===== src/rtl/ram_arb_pkg.sv =====
// Shared types and defaults for the two-requester RAM arbiter.
package ram_arb_pkg;

  typedef enum logic [1:0] {
    IDLE  = 2'd0,
    ISSUE = 2'd1,
    WAIT  = 2'd2
  } state_e;

  localparam logic M0 = 1'b0;
  localparam logic M1 = 1'b1;

  localparam int MEM_WIDTH_DEF = 16;
  localparam int ADDR_SIZE_DEF = 10;
  localparam int RD_LAT_DEF    = 2;

endpackage


===== src/rtl/ram_arbiter_rr_arb2.sv =====
// Two-way round-robin picker: a lone requester wins; on a tie the one not served last wins.
module rr_arb2
  import ram_arb_pkg::*;
(
  input  logic [1:0] req,
  input  logic       last,
  output logic       winner
);

  always_comb begin
    winner = M0;
    if (req == 2'b10) begin
      winner = M1;
    end else if (req == 2'b11) begin
      winner = ~last;
    end
  end

endmodule


===== src/rtl/ram_arbiter.sv =====
// Shares one single-port parity RAM between M0 and M1 with round-robin arbitration.
// Optional parity check on read capture is enabled by defining RAM_ARB_PARITY_CHK_EN.
module ram_arbiter
  import ram_arb_pkg::*;
#(
  parameter int MEM_WIDTH = MEM_WIDTH_DEF,
  parameter int ADDR_SIZE = ADDR_SIZE_DEF,
  parameter int RD_LAT    = RD_LAT_DEF
) (
  input  logic                 clk,
  input  logic                 rst,
  input  logic                 m0_req,
  input  logic                 m0_we,
  input  logic [ADDR_SIZE-1:0] m0_addr,
  input  logic [MEM_WIDTH-1:0] m0_wdata,
  output logic                 m0_gnt,
  output logic                 m0_rvalid,
  output logic [MEM_WIDTH-1:0] m0_rdata,
  output logic                 m0_rparity,
  input  logic                 m1_req,
  input  logic                 m1_we,
  input  logic [ADDR_SIZE-1:0] m1_addr,
  input  logic [MEM_WIDTH-1:0] m1_wdata,
  output logic                 m1_gnt,
  output logic                 m1_rvalid,
  output logic [MEM_WIDTH-1:0] m1_rdata,
  output logic                 m1_rparity,
  output logic                 ram_blk_select,
  output logic                 ram_wr_en,
  output logic                 ram_rd_en,
  output logic                 ram_addr_en,
  output logic                 ram_dout_en,
  output logic [ADDR_SIZE-1:0] ram_addr,
  output logic [MEM_WIDTH-1:0] ram_din,
  input  logic [MEM_WIDTH-1:0] ram_dout,
`ifdef RAM_ARB_PARITY_CHK_EN
  output logic                 par_err,
`endif
  input  logic                 ram_parity
);

  state_e               state_q;
  logic                 last_q;
  logic [2:0]           cnt_q;
  logic                 cmd_we_q;
  logic                 cmd_id_q;
  logic [1:0]           gnt_q;
  logic [1:0]           rvalid_q;
  logic [1:0]           rparity_q;
  logic [MEM_WIDTH-1:0] rdata_q [2];
  logic                 blk_q, wr_q, rd_q, aen_q, den_q;
  logic [ADDR_SIZE-1:0] addr_q;
  logic [MEM_WIDTH-1:0] din_q;
`ifdef RAM_ARB_PARITY_CHK_EN
  logic                 par_err_q;
`endif

  logic                 win_d;
  logic                 win_we_d;
  logic [ADDR_SIZE-1:0] win_addr_d;
  logic [MEM_WIDTH-1:0] win_wdata_d;

  rr_arb2 u_rr (
    .req    ({m1_req, m0_req}),
    .last   (last_q),
    .winner (win_d)
  );

  assign win_we_d    = (win_d == M1) ? m1_we    : m0_we;
  assign win_addr_d  = (win_d == M1) ? m1_addr  : m0_addr;
  assign win_wdata_d = (win_d == M1) ? m1_wdata : m0_wdata;

  // Reset pointer says M1 was served last, so a post-reset tie goes to M0.
  always_ff @(posedge clk or negedge rst) begin
    if (!rst) begin
      state_q    <= IDLE;
      last_q     <= M1;
      cnt_q      <= '0;
      cmd_we_q   <= 1'b0;
      cmd_id_q   <= M0;
      gnt_q      <= '0;
      rvalid_q   <= '0;
      rparity_q  <= '0;
      rdata_q[0] <= '0;
      rdata_q[1] <= '0;
      blk_q      <= 1'b0;
      wr_q       <= 1'b0;
      rd_q       <= 1'b0;
      aen_q      <= 1'b0;
      den_q      <= 1'b0;
      addr_q     <= '0;
      din_q      <= '0;
`ifdef RAM_ARB_PARITY_CHK_EN
      par_err_q  <= 1'b0;
`endif
    end else begin
      aen_q    <= 1'b1;
      den_q    <= 1'b1;
      gnt_q    <= '0;
      rvalid_q <= '0;
`ifdef RAM_ARB_PARITY_CHK_EN
      par_err_q <= 1'b0;
`endif
      unique case (state_q)
        IDLE: begin
          if (m0_req || m1_req) begin
            cmd_id_q       <= win_d;
            cmd_we_q       <= win_we_d;
            addr_q         <= win_addr_d;
            din_q          <= win_wdata_d;
            gnt_q[win_d]   <= 1'b1;
            blk_q          <= 1'b1;
            wr_q           <= win_we_d;
            rd_q           <= ~win_we_d;
            state_q        <= ISSUE;
          end
        end
        ISSUE: begin
          blk_q  <= 1'b0;
          wr_q   <= 1'b0;
          rd_q   <= 1'b0;
          last_q <= cmd_id_q;
          if (cmd_we_q) begin
            state_q <= IDLE;
          end else begin
            cnt_q   <= 3'(RD_LAT - 1);
            state_q <= WAIT;
          end
        end
        WAIT: begin
          if (cnt_q == 3'd0) begin
            rdata_q[cmd_id_q]   <= ram_dout;
            rparity_q[cmd_id_q] <= ram_parity;
            rvalid_q[cmd_id_q]  <= 1'b1;
`ifdef RAM_ARB_PARITY_CHK_EN
            par_err_q           <= (ram_parity != ^ram_dout);
`endif
            state_q             <= IDLE;
          end else begin
            cnt_q <= cnt_q - 3'd1;
          end
        end
        default: state_q <= IDLE;
      endcase
    end
  end

  assign m0_gnt         = gnt_q[0];
  assign m1_gnt         = gnt_q[1];
  assign m0_rvalid      = rvalid_q[0];
  assign m1_rvalid      = rvalid_q[1];
  assign m0_rdata       = rdata_q[0];
  assign m1_rdata       = rdata_q[1];
  assign m0_rparity     = rparity_q[0];
  assign m1_rparity     = rparity_q[1];
  assign ram_blk_select = blk_q;
  assign ram_wr_en      = wr_q;
  assign ram_rd_en      = rd_q;
  assign ram_addr_en    = aen_q;
  assign ram_dout_en    = den_q;
  assign ram_addr       = addr_q;
  assign ram_din        = din_q;
`ifdef RAM_ARB_PARITY_CHK_EN
  assign par_err        = par_err_q;
`endif

  // A requester must hold req until its grant pulse.
  a_m0_hold: assert property (@(posedge clk) disable iff (!rst)
    (m0_req && !m0_gnt) |=> (m0_req || m0_gnt));
  a_m1_hold: assert property (@(posedge clk) disable iff (!rst)
    (m1_req && !m1_gnt) |=> (m1_req || m1_gnt));
  a_wr_rd_excl: assert property (@(posedge clk) disable iff (!rst)
    !(ram_wr_en && ram_rd_en));

endmodule


===== config.mk =====
export PLATFORM = sky130hd
export DESIGN_NAME = ram_arbiter
export DESIGN_NICKNAME = d
export VERILOG_FILES = /design/src/rtl/ram_arb_pkg.sv /design/src/rtl/ram_arbiter_rr_arb2.sv /design/src/rtl/ram_arbiter.sv
export SDC_FILE = /design/constraint.sdc
export NUM_CORES = 1
export LEC_CHECK = 0
export CELL_PAD_IN_SITES_DETAIL_PLACEMENT = 0
export CELL_PAD_IN_SITES_GLOBAL_PLACEMENT = 1
export CORE_ASPECT_RATIO = 2
export CORE_MARGIN = 8
export CORE_UTILIZATION = 37
export CTS_BUF_LIST = sky130_fd_sc_hd__clkbuf_8
export DETAILED_ROUTE_END_ITERATION = 16
export PLACE_DENSITY_LB_ADDON = 0.1
export SLEW_MARGIN = 0
export SYNTH_ARGS = -nofsm -noshare
export SYNTH_HDL_FRONTEND = slang
export SYNTH_SLANG_ARGS = --single-unit

===== constraint.sdc =====
create_clock -name clk -period 4.71 [get_ports clk]
set_clock_uncertainty 0.2 [all_clocks]
set_input_delay 0.471 -clock clk [delete_from_list [all_inputs] [get_ports clk]]
set_output_delay 0.471 -clock clk [all_outputs]
set_load 0.03 [all_outputs]

======== Word-level counts from Yosys, hierarchy flattened ========
Cells that the tools add are included.
storage, ports and cells
  register bits after elaboration ......... 76
  latch bits .............................. 0
  bits in writable memories ............... 0
  bits in read-only memories .............. 0
  input port bits ......................... 75
  output and inout port bits .............. 69
  logic and storage cells ................. 77
  memories kept ........................... 0
operators by class
  add/sub/neg operators ................... 1
  $mul .................................... 0
  divide/modulo/power cells ............... 0
  $lt $le $gt $ge ......................... 6
  equality and inequality tests ........... 8
  shift-type cells ........................ 0
  muxes and demuxes ....................... 30
  bitwise logic cells ..................... 3
  reductions and logical operators ........ 13
operator list
  cell                                                        number
  bitwise mux 32 bit                                          1
  two-way mux 16 bit                                          2
  demux 16 bit (select 1 bit)                                 1
  two-way mux 2 bit                                           7
  two-way mux 10 bit                                          1
  two-way mux 1 bit                                           8
  != test 2 bit, second input constant                        4
  AND reduction 2 bit                                         4
  == test 2 bit, second input constant                        3
  two-way mux 3 bit                                           2
  one-hot mux 1 bit (2 select lines)                          3
  one-hot mux 2 bit (3 select lines)                          1
  one-hot mux 3 bit (2 select lines)                          1
  less-than comparator 1 x 2 -> 1 bit, second input constant  2
  nonzero test 2 bit                                          2
  logical AND 1 bit                                           3
  zero test 3 bit                                             1
  AND reduction 3 bit                                         1
  subtractor 3 x 1 -> 3 bit, second input constant            1
  bitwise mux 2 bit                                           1
  demux 1 bit (select 1 bit)                                  2
  == test 2 x 1 -> 1 bit, second input constant               1
  greater-or-equal comparator 1 bit, second input constant    2
  greater-or-equal comparator 2 bit, second input constant    1
  other kinds (5)                                             6

======== Longest topological paths before layout ========
  depth in word-level cells ............... 9
  mapped depth ............................ 7
  depth with buffers taken out ............ 5

======== Hierarchy ========
Synthesis repeated with hierarchy kept, for this count alone.
unflattened totals
  cell total of the unflattened synthesis .. 212
  area total of the unflattened synthesis .. 3285.7 um^2
by module, submodules not included
  module       times used  cells an instance  area an instance (um^2)  sequential area each (um^2)
  ram_arbiter  1           211                3274.4                   1903.1
  rr_arb2      1           1                  11.3                     0.0

======== Least setup slack after synthesis ========
No wires, ideal clock.
  kind .................................... reg2reg
  from .................................... reg cnt_q[0]
  to ...................................... reg rdata_q, in the netlist m0_rdata[10]
  library setup time ...................... 125 ps
  arrival time ............................ 1644 ps
  data required time ...................... 4385 ps
  setup slack ............................. 2742 ps
  stages on the path, launching flop included .. 8
  path buffers ............................ 2
  clock period less this slack ............ 1968 ps
  cells stage by stage .................... dfrtp_1 -> inv_1 -> ha_1 -> ha_1 -> nor3b_1 -> buf_4 -> buf_4 -> mux2_2
between the ends
  longest elaborated chain between the ends .. 2
ends and longest elaborated chain
  item                                  line                RTL
  start: declaration                    ram_arbiter.sv:44   logic [2:0] cnt_q;
  start signal: assignment              ram_arbiter.sv:126  cnt_q <= 3'(RD_LAT - 1);
  start signal: assignment              ram_arbiter.sv:140  cnt_q <= cnt_q - 3'd1;
  zero test 3 bit                       ram_arbiter.sv:131  if (cnt_q == 3'd0) begin
  AND reduction 2 bit (no source line)  -
  end signal: indexed assignment        ram_arbiter.sv:132  rdata_q[cmd_id_q] <= ram_dout;
  end: declaration                      ram_arbiter.sv:50   logic [MEM_WIDTH-1:0] rdata_q [2];
Every way passes these cells.
A chain may end at the register's enable or synchronous reset.

======== Worst setup path in the final report ========
  from .................................... in m1_req
  to ...................................... reg addr_q[6] (netlist: ram_addr[6])
between the ends
  longest elaborated chain between the ends .. 4
  elaborated cells between the ends (all ways) .. 7
  classes of those cells .................. 2 x eq/ne; 3 x mux; 2 x reduce/logical
ends and longest elaborated chain
  item                    line                       RTL
  start: declaration      ram_arbiter.sv:20          input logic m1_req,
  == test 2 bit           ram_arbiter_rr_arb2.sv:14  end else if (req == 2'b11) begin
  two-way mux 1 bit       ram_arbiter_rr_arb2.sv:14
  two-way mux 1 bit       ram_arbiter_rr_arb2.sv:12  if (req == 2'b10) begin
  two-way mux 10 bit      ram_arbiter.sv:70          assign win_addr_d = (win_d == M1) ? m1_addr : m0_addr;
  end signal: assignment  ram_arbiter.sv:109         addr_q <= win_addr_d;
  end: declaration        ram_arbiter.sv:52          logic [ADDR_SIZE-1:0] addr_q;
Several ways; a longest one is shown, not always the timed one.

==> metrics <==
arrival time of the worst setup path=roughly 2.7 ns; Horiz. Die Dim=between 80 and 90 um; net count after synthesis=290; Placement Rows=48; run status=finished clean; TritonCTS clock tree=yes; wire length reported by the detailed router=about 8800 um; post-detailed-route wirelength per cell=between 15 and 20 um; I/O Buffers=approximately 140; full die area=about 12000 um^2; dominant register cell in the synthesized netlist=dfrtp_1; data required time of the worst path=roughly 4.7 ns; largest net degree at the start of global routing=just under 80; Syn Area/Cell=~15 um^2; number of resized instances in the post-cts repair step=0; CTS Hold Bufs=0; top-level port count=approximately 140; count of nets left with antenna violations after detail routing=0; Reg clk slew, reported paths=around 0.08 ns; source-to-sink clock delay at the later pin of the worst-skew pair=roughly 0.34 ns; Tcrit/Tclk final=57.4%; #FFs+latches synth=76; Max-Cap Viols=0; Post-layout nets=437; total CTS buffers=9; Post-Route Setup TNS=0 ns; slew at the pin with the worst max-slew slack=1.09 ns; static power due to leakage=~0.0022 uW; proportion of netlist area held by the largest area contributor=a little under three fifths; global route total overflow=0; RSZ-0062 raised after global routing=false; Warnings, synthesis=0; sequential cell area fraction in the yosys report=between 50 and 60%; Hold Worst Slack=0.0391 ns; # setup viols final=0; number of antenna violations at the first check in global routing=0; number of detailed-route iterations in the first pass=4; Hold Violations, Final=0; final critical delay including setup and external delays=roughly 2.7 ns; sort of element at the end of the critical path=flip-flop; final setup margin=~2.0 ns; Root Buffer=clkbuf_8; deepest level of the CTS H-tree=3; diode insertion count for antenna repair=0; relative area change from synthesis to final layout=50.6%; DP Worst Slack=1.59 ns; start-to-end type of the worst setup path=input pin to flip-flop; startpoint of the worst register-to-register path=last_q$_DFFE_PN1P_; most frequently used cell type in the post-synthesis netlist=dfrtp_1; relative slew slack=between 20% and 30%; fraction of registers with async set or reset after synthesis=100%; critical path launch point type=input pin; via-per-instance ratio=around 4.9; DRC violation count after routing=0; count of distinct cell types in the synthesized netlist=30; post-synth top area cell=dfrtp_1; first element of the critical path=m1_req; weighted congestion at the end of routability-driven global placement=~0.7; Clock Path Buffers=2; number of pins exceeding their max-slew limit in the final report=0; gr usage total=14.7%; largest fanout of any net on the critical path=21; type of the worst min-delay path=input pin to asynchronous set/reset pin; Initial Utilization=around two fifths; half-perimeter wire length of the detailed placement result=~6600 um; number of synthesized flops with an enable pin=0; top cells by instance count after synthesis=dfrtp_1, mux2_2, mux2_4; highest clock rate=370 MHz; summed instance area of the synthesized netlist=~3300 um^2; clock net sink count=76; starting DRC count in detailed routing=between 60 and 70; power per cell area=685 nW/um^2; Post-CTS Repair Setup Buffers=0; Syn Inst Count=213; wire length of the first global-routing pass=approximately 14000 um; vias in the first global route=about 2500; cells taking the most area after synthesis=dfrtp_1, mux2_2, mux2_4; placeable core region=approximately 8600 um^2; via count=approximately 2300; DIE HEIGHT=~150 um; Max VDD drop=0.000394 V; layout cell share with drive strength beyond 1=between 20% and 30%
final cells by class:
| class | count | area [um^2] |
|---|---|---|
| flip-flops and latches | 76 | 1900 |
| clock inverters | 6 | 26.3 |
| clock buffers | 9 | 124 |
| fillers | 751 | 3670 |
| inverters | 7 | 26.3 |
| repair buffers | 146 | 1450 |
| multi-input cells | 120 | 1260 |
| well taps | 100 | 125 |
worst max-delay path: stages:
cell and delay [ns]:
clkdlybuf4s50_1 0.47, a21bo_1 0.94, buf_4 0.30, mux2_4 0.30, mux2_2 0.26
layout by cell type (no fill, tap or decap), drive strengths merged, types with 3 or more instances in the layout:
| cell | count |
|---|---|
| nand2 | 3 |
| buf | 4 |
| o21ai | 5 |
| clkbuf | 9 |
| inv | 10 |
| and3 | 4 |
| mux2i | 3 |
| nor2 | 4 |
| dfrtp | 75 |
| clkinv | 3 |
| mux2 | 80 |
| a221o | 4 |
| clkdlybuf4s50 | 142 |
cells by family after synthesis:
group / Yosys count / synth area share, %
muxes: 83 / 30.6
DFF: 76 / 58.3
and+or+nand+nor: 20 / 3.64
buffers and inverters: 17 / 3.37
AOI/OAI and AO/OA: 14 / 3.22
adders and majority gates: 2 / 0.766
other: 1 / 0.115
metal layers:
| layer | vias up | track usage, % | share of wire [%] |
|---|---|---|---|
| li1 | 1048 | - | - |
| met3 | 11 | 6.28 | 9.6 |
| met4 | 0 | 5.93 | 2.0 |
| met1 | 1112 | 15.9 | 37 |
| met2 | 88 | 24.1 | 52 |
| met5 | - | 0 | 0 |
sequential cells by signal (all words and copies together) (netlist names), 2 cells and up:
register   cells
m1_rdata      16
m0_rdata      16
ram_din       16
gnt_q          2
ram_addr      10
state_q        2
cnt_q          3
rparity_q      2
rvalid_q       2
report_power, final:
part / leakage [uW] / internal (uW) / switching (uW)
combinational: 0.00116 / 867 / 959
clock: 0.0000924 / 180 / 227
sequential: 0.000916 / 966 / 167
stage by stage:
step	total power [uW]	std cells	instance area, um^2	utilization [%]
finish	3370	464	4920	57.2
global route	3550	464	4920	57.2
CTS	3420	464	4920	57.2
detailed placement	3000	449	4770	55.5
global placement	2980	449	4770	55.5
floorplan	2200	213	3260	-
path summary, 6_finish.rpt:
check | to | slack [ns] | cells past startpoint
setup / recovery | ram_addr[6]$_DFFE_PN0P_ | 2.00 | 5
hold / removal | ram_din[9]$_DFFE_PN0P_ | 0.04 | 1
setup reg to reg | ram_addr[6]$_DFFE_PN0P_ | 2.14 | 4
hold reg to reg | ram_blk_select$_DFFE_PN0P_ | 0.28 | 2
max in group asynchronous | m1_rdata[13]$_DFFE_PN0P_ | 3.61 | 1
min in group clk | ram_blk_select$_DFFE_PN0P_ | 0.28 | 2
Note: power is estimated with default switching activity, not from simulation.
